**src/rtl/calc_pkg.sv**
```systemverilog
// Calculator core button enumeration and hex-to-segment helper.
package calc_pkg;

    typedef enum logic [3:0] {
        BTN_0    = 4'd0,
        BTN_1    = 4'd1,
        BTN_2    = 4'd2,
        BTN_3    = 4'd3,
        BTN_4    = 4'd4,
        BTN_5    = 4'd5,
        BTN_6    = 4'd6,
        BTN_7    = 4'd7,
        BTN_8    = 4'd8,
        BTN_9    = 4'd9,
        BTN_ADD  = 4'd10,
        BTN_SUB  = 4'd11,
        BTN_EQ   = 4'd12,
        BTN_CLR  = 4'd13,
        BTN_NONE = 4'd15
    } active_button_t;

    // Segment pattern {g,f,e,d,c,b,a}, active-high.
    function automatic logic [6:0] hex_to_seg(input logic [3:0] nib);
        logic [6:0] seg;
        case (nib)
            4'h0: seg = 7'h3F;
            4'h1: seg = 7'h06;
            4'h2: seg = 7'h5B;
            4'h3: seg = 7'h4F;
            4'h4: seg = 7'h66;
            4'h5: seg = 7'h6D;
            4'h6: seg = 7'h7D;
            4'h7: seg = 7'h07;
            4'h8: seg = 7'h7F;
            4'h9: seg = 7'h6F;
            4'hA: seg = 7'h77;
            4'hB: seg = 7'h7C;
            4'hC: seg = 7'h39;
            4'hD: seg = 7'h5E;
            4'hE: seg = 7'h79;
            default: seg = 7'h71;
        endcase
        return seg;
    endfunction

endpackage

```
**src/rtl/nexys_pkg.sv**
```systemverilog
// Board-level constants and types shared by the Nexys 4 DDR calculator wrapper.
package nexys_pkg;

    localparam int CLK_FREQ_HZ  = 100_000_000;
    localparam int SLOW_FREQ_HZ = 1000;
    localparam int DIV_HALF     = CLK_FREQ_HZ / (2 * SLOW_FREQ_HZ);
    localparam int DIV_BITS     = 17;
    localparam int NUM_DIGITS   = 8;
    localparam int NUM_BUTTONS  = 14;

    // One byte per digit, {dp,g,f,e,d,c,b,a}, active-high, digit 0 rightmost.
    typedef logic [NUM_DIGITS-1:0][7:0] seg_vec_t;

endpackage

```
**src/rtl/calc_screen_driver.sv**
```systemverilog
// Converts the 32-bit display word into eight hex digits with leading zeros blanked.
module calc_screen_driver
    import calc_pkg::*;
(
    input  logic [31:0]      value_i,
    output logic [7:0][7:0]  display_segments_o
);

    logic lead;

    always_comb begin
        display_segments_o = '0;
        lead = 1'b1;
        // Scan from the most significant digit; digit 0 is always shown.
        for (int i = 7; i >= 1; i--) begin
            if (value_i[4*i +: 4] != 4'h0) lead = 1'b0;
            display_segments_o[i] = lead ? 8'h00 : {1'b0, hex_to_seg(value_i[4*i +: 4])};
        end
        display_segments_o[0] = {1'b0, hex_to_seg(value_i[3:0])};
    end

endmodule

```
**src/rtl/calculator.sv**
```systemverilog
// Hex accumulator calculator: digits shift into the entry, + - = C act on press.
module calculator
    import calc_pkg::*;
(
    input  logic             clk_i,
    input  logic             rst_ni,
    input  logic [13:0]      buttons_i,
    output logic [7:0][7:0]  display_segments_o
);

    active_button_t active_button;
    active_button_t next_button;
    logic [31:0]    entry;
    logic [31:0]    acc;
    logic [31:0]    display_rdata;
    logic [31:0]    entry_shift;
    logic           press;

    // Lowest-index pressed button wins.
    always_comb begin
        next_button = BTN_NONE;
        for (int i = 13; i >= 0; i--) begin
            if (buttons_i[i]) next_button = active_button_t'(4'(i));
        end
    end

    assign press       = (next_button != BTN_NONE) && (next_button != active_button);
    assign entry_shift = {entry[27:0], 4'(next_button)};

    always_ff @(posedge clk_i or negedge rst_ni) begin
        if (!rst_ni) begin
            active_button <= BTN_NONE;
            entry         <= '0;
            acc           <= '0;
            display_rdata <= '0;
        end else begin
            active_button <= next_button;
            if (press) begin
                case (next_button)
                    BTN_ADD: begin
                        acc           <= acc + entry;
                        display_rdata <= acc + entry;
                        entry         <= '0;
                    end
                    BTN_SUB: begin
                        acc           <= acc - entry;
                        display_rdata <= acc - entry;
                        entry         <= '0;
                    end
                    BTN_EQ: begin
                        display_rdata <= acc;
                        entry         <= '0;
                    end
                    BTN_CLR: begin
                        acc           <= '0;
                        entry         <= '0;
                        display_rdata <= '0;
                    end
                    BTN_NONE: ;
                    default: begin
                        entry         <= entry_shift;
                        display_rdata <= entry_shift;
                    end
                endcase
            end
        end
    end

    calc_screen_driver screen_driver (
        .value_i            (display_rdata),
        .display_segments_o (display_segments_o)
    );

endmodule

```
**src/rtl/sevenseg_scan.sv**
```systemverilog
// Time-multiplexes eight digits onto a shared-cathode display; outputs are registered.
module sevenseg_scan
    import nexys_pkg::*;
#(
    parameter int SCAN_BITS = 14
) (
    input  logic                  clk_i,
    input  logic                  rst_ni,
    input  seg_vec_t              segments_i,
    output logic [NUM_DIGITS-1:0] an_no,
    output logic [6:0]            ca_no,
    output logic                  dp_no
);

    localparam int CW = SCAN_BITS + 3;

    logic [CW-1:0] scan_cnt;
    logic [2:0]    digit_idx;

    assign digit_idx = scan_cnt[CW-1:SCAN_BITS];

    // Drive registers sample the index one cycle late so anode and cathode switch together.
    always_ff @(posedge clk_i or negedge rst_ni) begin
        if (!rst_ni) begin
            scan_cnt <= '0;
            an_no    <= '1;
            ca_no    <= 7'h7F;
            dp_no    <= 1'b1;
        end else begin
            scan_cnt <= scan_cnt + CW'(1);
            an_no    <= ~(NUM_DIGITS'(1) << digit_idx);
            ca_no    <= ~segments_i[digit_idx][6:0];
            dp_no    <= ~segments_i[digit_idx][7];
        end
    end

endmodule

```
**src/rtl/nexys_4_ddr.sv**
```systemverilog
// Nexys 4 DDR board top: switch sync, 1 kHz core clock, display scan.
// Define NEXYS_DEBOUNCE_EN to debounce buttons in the 1 kHz domain.
module nexys_4_ddr #(
    parameter int CLK_FREQ_HZ  = nexys_pkg::CLK_FREQ_HZ,
    parameter int SLOW_FREQ_HZ = nexys_pkg::SLOW_FREQ_HZ,
    parameter int SCAN_BITS    = 14
) (
    input  logic        clk100mhz_i,
    input  logic        rst_ni,
    input  logic [15:0] switches_i,
    output logic [15:0] leds_o,
    output logic [7:0]  an_no,
    output logic [6:0]  ca_no,
    output logic        dp_no
);

    import nexys_pkg::*;

    localparam int HALF = CLK_FREQ_HZ / (2 * SLOW_FREQ_HZ);

    logic [15:0]            sync_q1;
    logic [15:0]            sync_q2;
    logic [DIV_BITS-1:0]    div_cnt;
    logic                   clk1khz;
    logic [NUM_BUTTONS-1:0] core_buttons;
    seg_vec_t               core_segments;

    always_ff @(posedge clk100mhz_i or negedge rst_ni) begin
        if (!rst_ni) begin
            sync_q1 <= '0;
            sync_q2 <= '0;
        end else begin
            sync_q1 <= switches_i;
            sync_q2 <= sync_q1;
        end
    end

    assign leds_o = sync_q2;

    // clk1khz toggles every HALF input cycles, so the first rise lands HALF cycles after reset.
    always_ff @(posedge clk100mhz_i or negedge rst_ni) begin
        if (!rst_ni) begin
            div_cnt <= '0;
            clk1khz <= 1'b0;
        end else if (div_cnt == DIV_BITS'(HALF - 1)) begin
            div_cnt <= '0;
            clk1khz <= ~clk1khz;
        end else begin
            div_cnt <= div_cnt + DIV_BITS'(1);
        end
    end

`ifdef NEXYS_DEBOUNCE_EN
    logic [NUM_BUTTONS-1:0] db_sample;
    logic [NUM_BUTTONS-1:0] db_stable;
    logic [NUM_BUTTONS-1:0] db_agree;

    assign db_agree = ~(sync_q2[NUM_BUTTONS-1:0] ^ db_sample);

    // A bit only moves once two consecutive slow samples agree.
    always_ff @(posedge clk1khz or negedge rst_ni) begin
        if (!rst_ni) begin
            db_sample <= '0;
            db_stable <= '0;
        end else begin
            db_sample <= sync_q2[NUM_BUTTONS-1:0];
            db_stable <= (db_stable & ~db_agree) | (sync_q2[NUM_BUTTONS-1:0] & db_agree);
        end
    end

    assign core_buttons = db_stable;
`else
    assign core_buttons = sync_q2[NUM_BUTTONS-1:0];
`endif

    calculator calculator (
        .clk_i              (clk1khz),
        .rst_ni             (rst_ni),
        .buttons_i          (core_buttons),
        .display_segments_o (core_segments)
    );

    sevenseg_scan #(
        .SCAN_BITS (SCAN_BITS)
    ) u_scan (
        .clk_i      (clk100mhz_i),
        .rst_ni     (rst_ni),
        .segments_i (core_segments),
        .an_no      (an_no),
        .ca_no      (ca_no),
        .dp_no      (dp_no)
    );

endmodule

```
**config.mk**
```make
export PLATFORM = sky130hd
export DESIGN_NAME = nexys_4_ddr
export DESIGN_NICKNAME = d
export VERILOG_FILES = /design/src/rtl/calc_pkg.sv /design/src/rtl/nexys_pkg.sv /design/src/rtl/calc_screen_driver.sv /design/src/rtl/calculator.sv /design/src/rtl/sevenseg_scan.sv /design/src/rtl/nexys_4_ddr.sv
export SDC_FILE = /design/constraint.sdc
export NUM_CORES = 1
export LEC_CHECK = 0
export CORE_ASPECT_RATIO = 1.4
export CORE_UTILIZATION = 45
export CTS_BUF_LIST = sky130_fd_sc_hd__clkbuf_8 sky130_fd_sc_hd__clkbuf_16
export DETAILED_ROUTE_END_ITERATION = 8
export GPL_TIMING_DRIVEN = 0
export REMOVE_ABC_BUFFERS = 1
export SYNTH_ARGS = -nofsm -noshare
export SYNTH_HDL_FRONTEND = slang
export SYNTH_SLANG_ARGS = --single-unit
```
**constraint.sdc**
```tcl
create_clock -name clk100mhz_i -period 4.2 [get_ports clk100mhz_i]
set_clock_uncertainty 0.1 [all_clocks]
set_input_delay 1.26 -clock clk100mhz_i [delete_from_list [all_inputs] [get_ports clk100mhz_i]]
set_output_delay 1.26 -clock clk100mhz_i [all_outputs]
set_load 0.02 [all_outputs]
```
==> results.sh <==
export IMPL_syn_avg_cell_area_um2=8.57
export IMPL_worstSetupPathDepth=1
export IMPL_row_count=74
export IMPL_final_net_count=1662
export IMPL_mostFrequentLayoutCells="162 x dfrtp_1, 134 x nor2_1, 128 x nand2_1"
export IMPL_coreArea_um2=29300
export IMPL_fin_util=0.496
export IMPL_p_clk_frac=0.450
export IMPL_yosysUniqueCellTypes=84
export IMPL_r2r_end="u_scan.ca_no[5]$_DFF_PN1_"
export IMPL_seqPwrFrac=0.458
export IMPL_ios=50
export IMPL_slew_viol_final=0
export IMPL_post_cts_resized=0
export IMPL_cp_slowest_stage_delay_ns=0.66
export IMPL_synth_seq_cells=182
export IMPL_drt_total_wl_um=37200
export IMPL_via_per_inst=6.03
export IMPL_power_density_nw_per_um2=123
export IMPL_untimed_endpoints=100
export IMPL_grt_pass1_vias=11500
export IMPL_postPlaceCellArea_um2=14200
export IMPL_power_frac_comb=0.091
export IMPL_p_switching_uw=455
export IMPL_antenna_found_initial=0
export IMPL_cts_tree="built"
export IMPL_gr_total_overflow=0
export IMPL_num_vias=11600
export IMPL_finalSetupViolCount=0
export IMPL_crit_family="buffers and inverters"
export IMPL_ys_warn_count=0
export IMPL_die_w_um=148
export IMPL_leakage_uw=0.00619
export IMPL_gp_congestion=0.934
export IMPL_criticalPathCategory="flip-flop to output pin"
export IMPL_vdd_drop_max_v=0.000339
export IMPL_multi_input_area_um2=8110
export IMPL_startpoint_type="flip-flop"
export IMPL_synthCells=1563
export IMPL_clockBufferDepth=2
export IMPL_grt_max_degree=118
export IMPL_p_int_uw=1330
export IMPL_drc=0
export IMPL_path_cells="clkdlybuf4s50_1"
export IMPL_dieHeight_um=206
export IMPL_cap_violations=0
export IMPL_synth_edff_count=0
export IMPL_crit_arrival_ns=1.51
export IMPL_drtIter0Drc=660
export IMPL_final_cell_area_um2=14500
export IMPL_synth_main_ff_cell="dfrtp_1"
export IMPL_crit_required_ns=2.84
export IMPL_crit_start="leds_o[8]$_DFF_PN0_"
export IMPL_r2r_cells=7
export IMPL_fillers=2831
export IMPL_seq_area_um2=4580
export IMPL_cp_num_buf_inv=1
export IMPL_hold_class="flip-flop to flip-flop"
export IMPL_rr_startpoint="u_scan.scan_cnt[14]$_DFF_PN0_"
export IMPL_dr_wl_met3_um=1270
export IMPL_ctsHoldBuffers=0
export IMPL_htreeDepth=3
export IMPL_worstSkewPairLatency_ns=0.35
export IMPL_grt_setup_unrepaired="no"
export IMPL_antenna_cells=0
export IMPL_drive_gt1_frac=0.0551
export IMPL_min_period_ns=2.87
export IMPL_cts_buffers=9
export IMPL_rrSetupSlack_ns=1.61
export IMPL_crit_slowest_cell="clkdlybuf4s50_1"
export IMPL_grt_pass1_wl_um=60100
export IMPL_crit_end="leds_o[8]"
export IMPL_period_share=0.682
export IMPL_max_slew_margin=0.125
export IMPL_ys_seq_area_frac=0.342
export IMPL_wl_per_cell_um=19.3
export IMPL_gr_usage_all_layers=0.250
export IMPL_end_kind="output pin"
export IMPL_outcome="finished, final reports clean"
export IMPL_ant_nets=0
export IMPL_hold_viol_final=0
export IMPL_fmax_mhz=349
export IMPL_post_cts_buffers=0
export IMPL_syn_to_final_growth_pct=8.38
export IMPL_unclocked_pins=100
export IMPL_root_buffer="clkbuf_16"
export IMPL_portBuffers=48
export IMPL_netlist_area_um2=13400
export IMPL_async_flop_share=1.00
export IMPL_cp_max_fo=6
export IMPL_top_layer_used="met4"
export IMPL_path_clk_slew_ns=0.06
export IMPL_initial_core_util=0.458
export IMPL_wl_met2_um=19100
export IMPL_place_detailed_hpwl_um=28600
export IMPL_met1Wirelength_um=14500
export IMPL_dr_pass1_iters=8
export IMPL_layout_commonest_cell="dfrtp_1"
export IMPL_dieArea_um2=30500
export IMPL_swShare=0.255
export IMPL_worst_pin_slew_ns=1.31
==> power groups by stage <==
stage | Combinational [µW] | Sequential [µW] | Clock (µW)
floorplan | 59.0 | 842 | 0
global placement | 157 | 834 | 0
detailed placement | 167 | 834 | 0
CTS | 168 | 820 | 841
global route | 181 | 821 | 869
finish | 164 | 820 | 805
==> state kept, by name, indices dropped and copies added, names as in the netlist <==
signal and flops:
calculator.acc 32, calculator.active_button 4, calculator.display_rdata 32, calculator.entry 32, clk1khz 1, div_cnt 17
leds_o 16, sync_q1 16, u_scan.an_no 8, u_scan.ca_no 7, u_scan.scan_cnt 17
==> kinds of logic after synthesis <==
group | synth area share
adders and majority gates | 0.0992
xor gates and xnor gates | 0.0562
muxes | 0.0229
DFF | 0.342
and+or+nand+nor | 0.166
AOI/OAI and AO/OA | 0.257
other | 0.000280
buffers and inverters | 0.0562
==> routing by layer <==
metal  track usage  vias to the layer above
met5             0                        -
met4         0.157                        0
met3        0.0223                       97
met2         0.458                      281
met1         0.278                     5610
li1              -                     5618
==> cell type report <==
cell class,instances,area share
inverters,96,0.0248
well taps,380,0.0327
clock inverters,7,0.00560
clock buffers,9,0.0155
multi-input cells,1190,0.559
repair buffers,60,0.0472
flip-flops and latches,182,0.316
==> worst min-delay path by stage <==
stage                                    start                   to  slack [ns]  cells past startpoint
after floorplan           sync_q1[0]$_DFF_PN0_  leds_o[0]$_DFF_PN0_        0.23                      0
after global placement    sync_q1[5]$_DFF_PN0_  leds_o[5]$_DFF_PN0_        0.23                      0
after detailed placement  sync_q1[9]$_DFF_PN0_  leds_o[9]$_DFF_PN0_        0.23                      0
after CTS                 sync_q1[2]$_DFF_PN0_  leds_o[2]$_DFF_PN0_        0.25                      0
after global routing      sync_q1[2]$_DFF_PN0_  leds_o[2]$_DFF_PN0_        0.25                      0
final                     sync_q1[2]$_DFF_PN0_  leds_o[2]$_DFF_PN0_        0.24                      0
==> synth_stat cells (all sizes together) (11+ instances only) <==
| master | number | area (µm²) |
|---|---|---|
| xnor2 | 61 | 534 |
| or3 | 11 | 68.8 |
| a31oi | 22 | 138 |
| a22o | 38 | 333 |
| buf | 22 | 116 |
| o31ai | 11 | 82.6 |
| nand2b | 18 | 113 |
| nor4 | 14 | 109 |
| o211ai | 15 | 113 |
| mux2i | 16 | 160 |
| nor3 | 24 | 120 |
| o21ai | 125 | 629 |
| clkbuf | 73 | 277 |
| nand3 | 41 | 205 |
| inv | 96 | 360 |
| nand4 | 18 | 113 |
| a221oi | 22 | 199 |
| a22oi | 29 | 218 |
| a21o | 15 | 120 |
| xor2 | 25 | 219 |
| nor2 | 134 | 503 |
| dfstp | 19 | 499 |
| dfrtp | 163 | 4080 |
| ha | 103 | 1290 |
| a21oi | 112 | 561 |
| a211oi | 19 | 143 |
| nand2 | 128 | 480 |
| nor2b | 33 | 206 |
==> through the flow <==
| stage | TNS, ns | instances | hold WS, ns | worst slack (ns) | total power (µW) |
|---|---|---|---|---|---|
| after floorplan | 0 | 1468 | 0.231 | 2.29 | 901 |
| after global placement | -456.41 | 1896 | 0.231 | -6.04 | 991 |
| after detailed placement | 0 | 1907 | 0.235 | 1.70 | 1000 |
| after CTS | 0 | 1923 | 0.245 | 1.30 | 1830 |
| after global routing | 0 | 1924 | 0.251 | 1.28 | 1870 |
| final | 0 | 1924 | 0.245 | 1.33 | 1790 |
(Power assumes the default switching activity.)
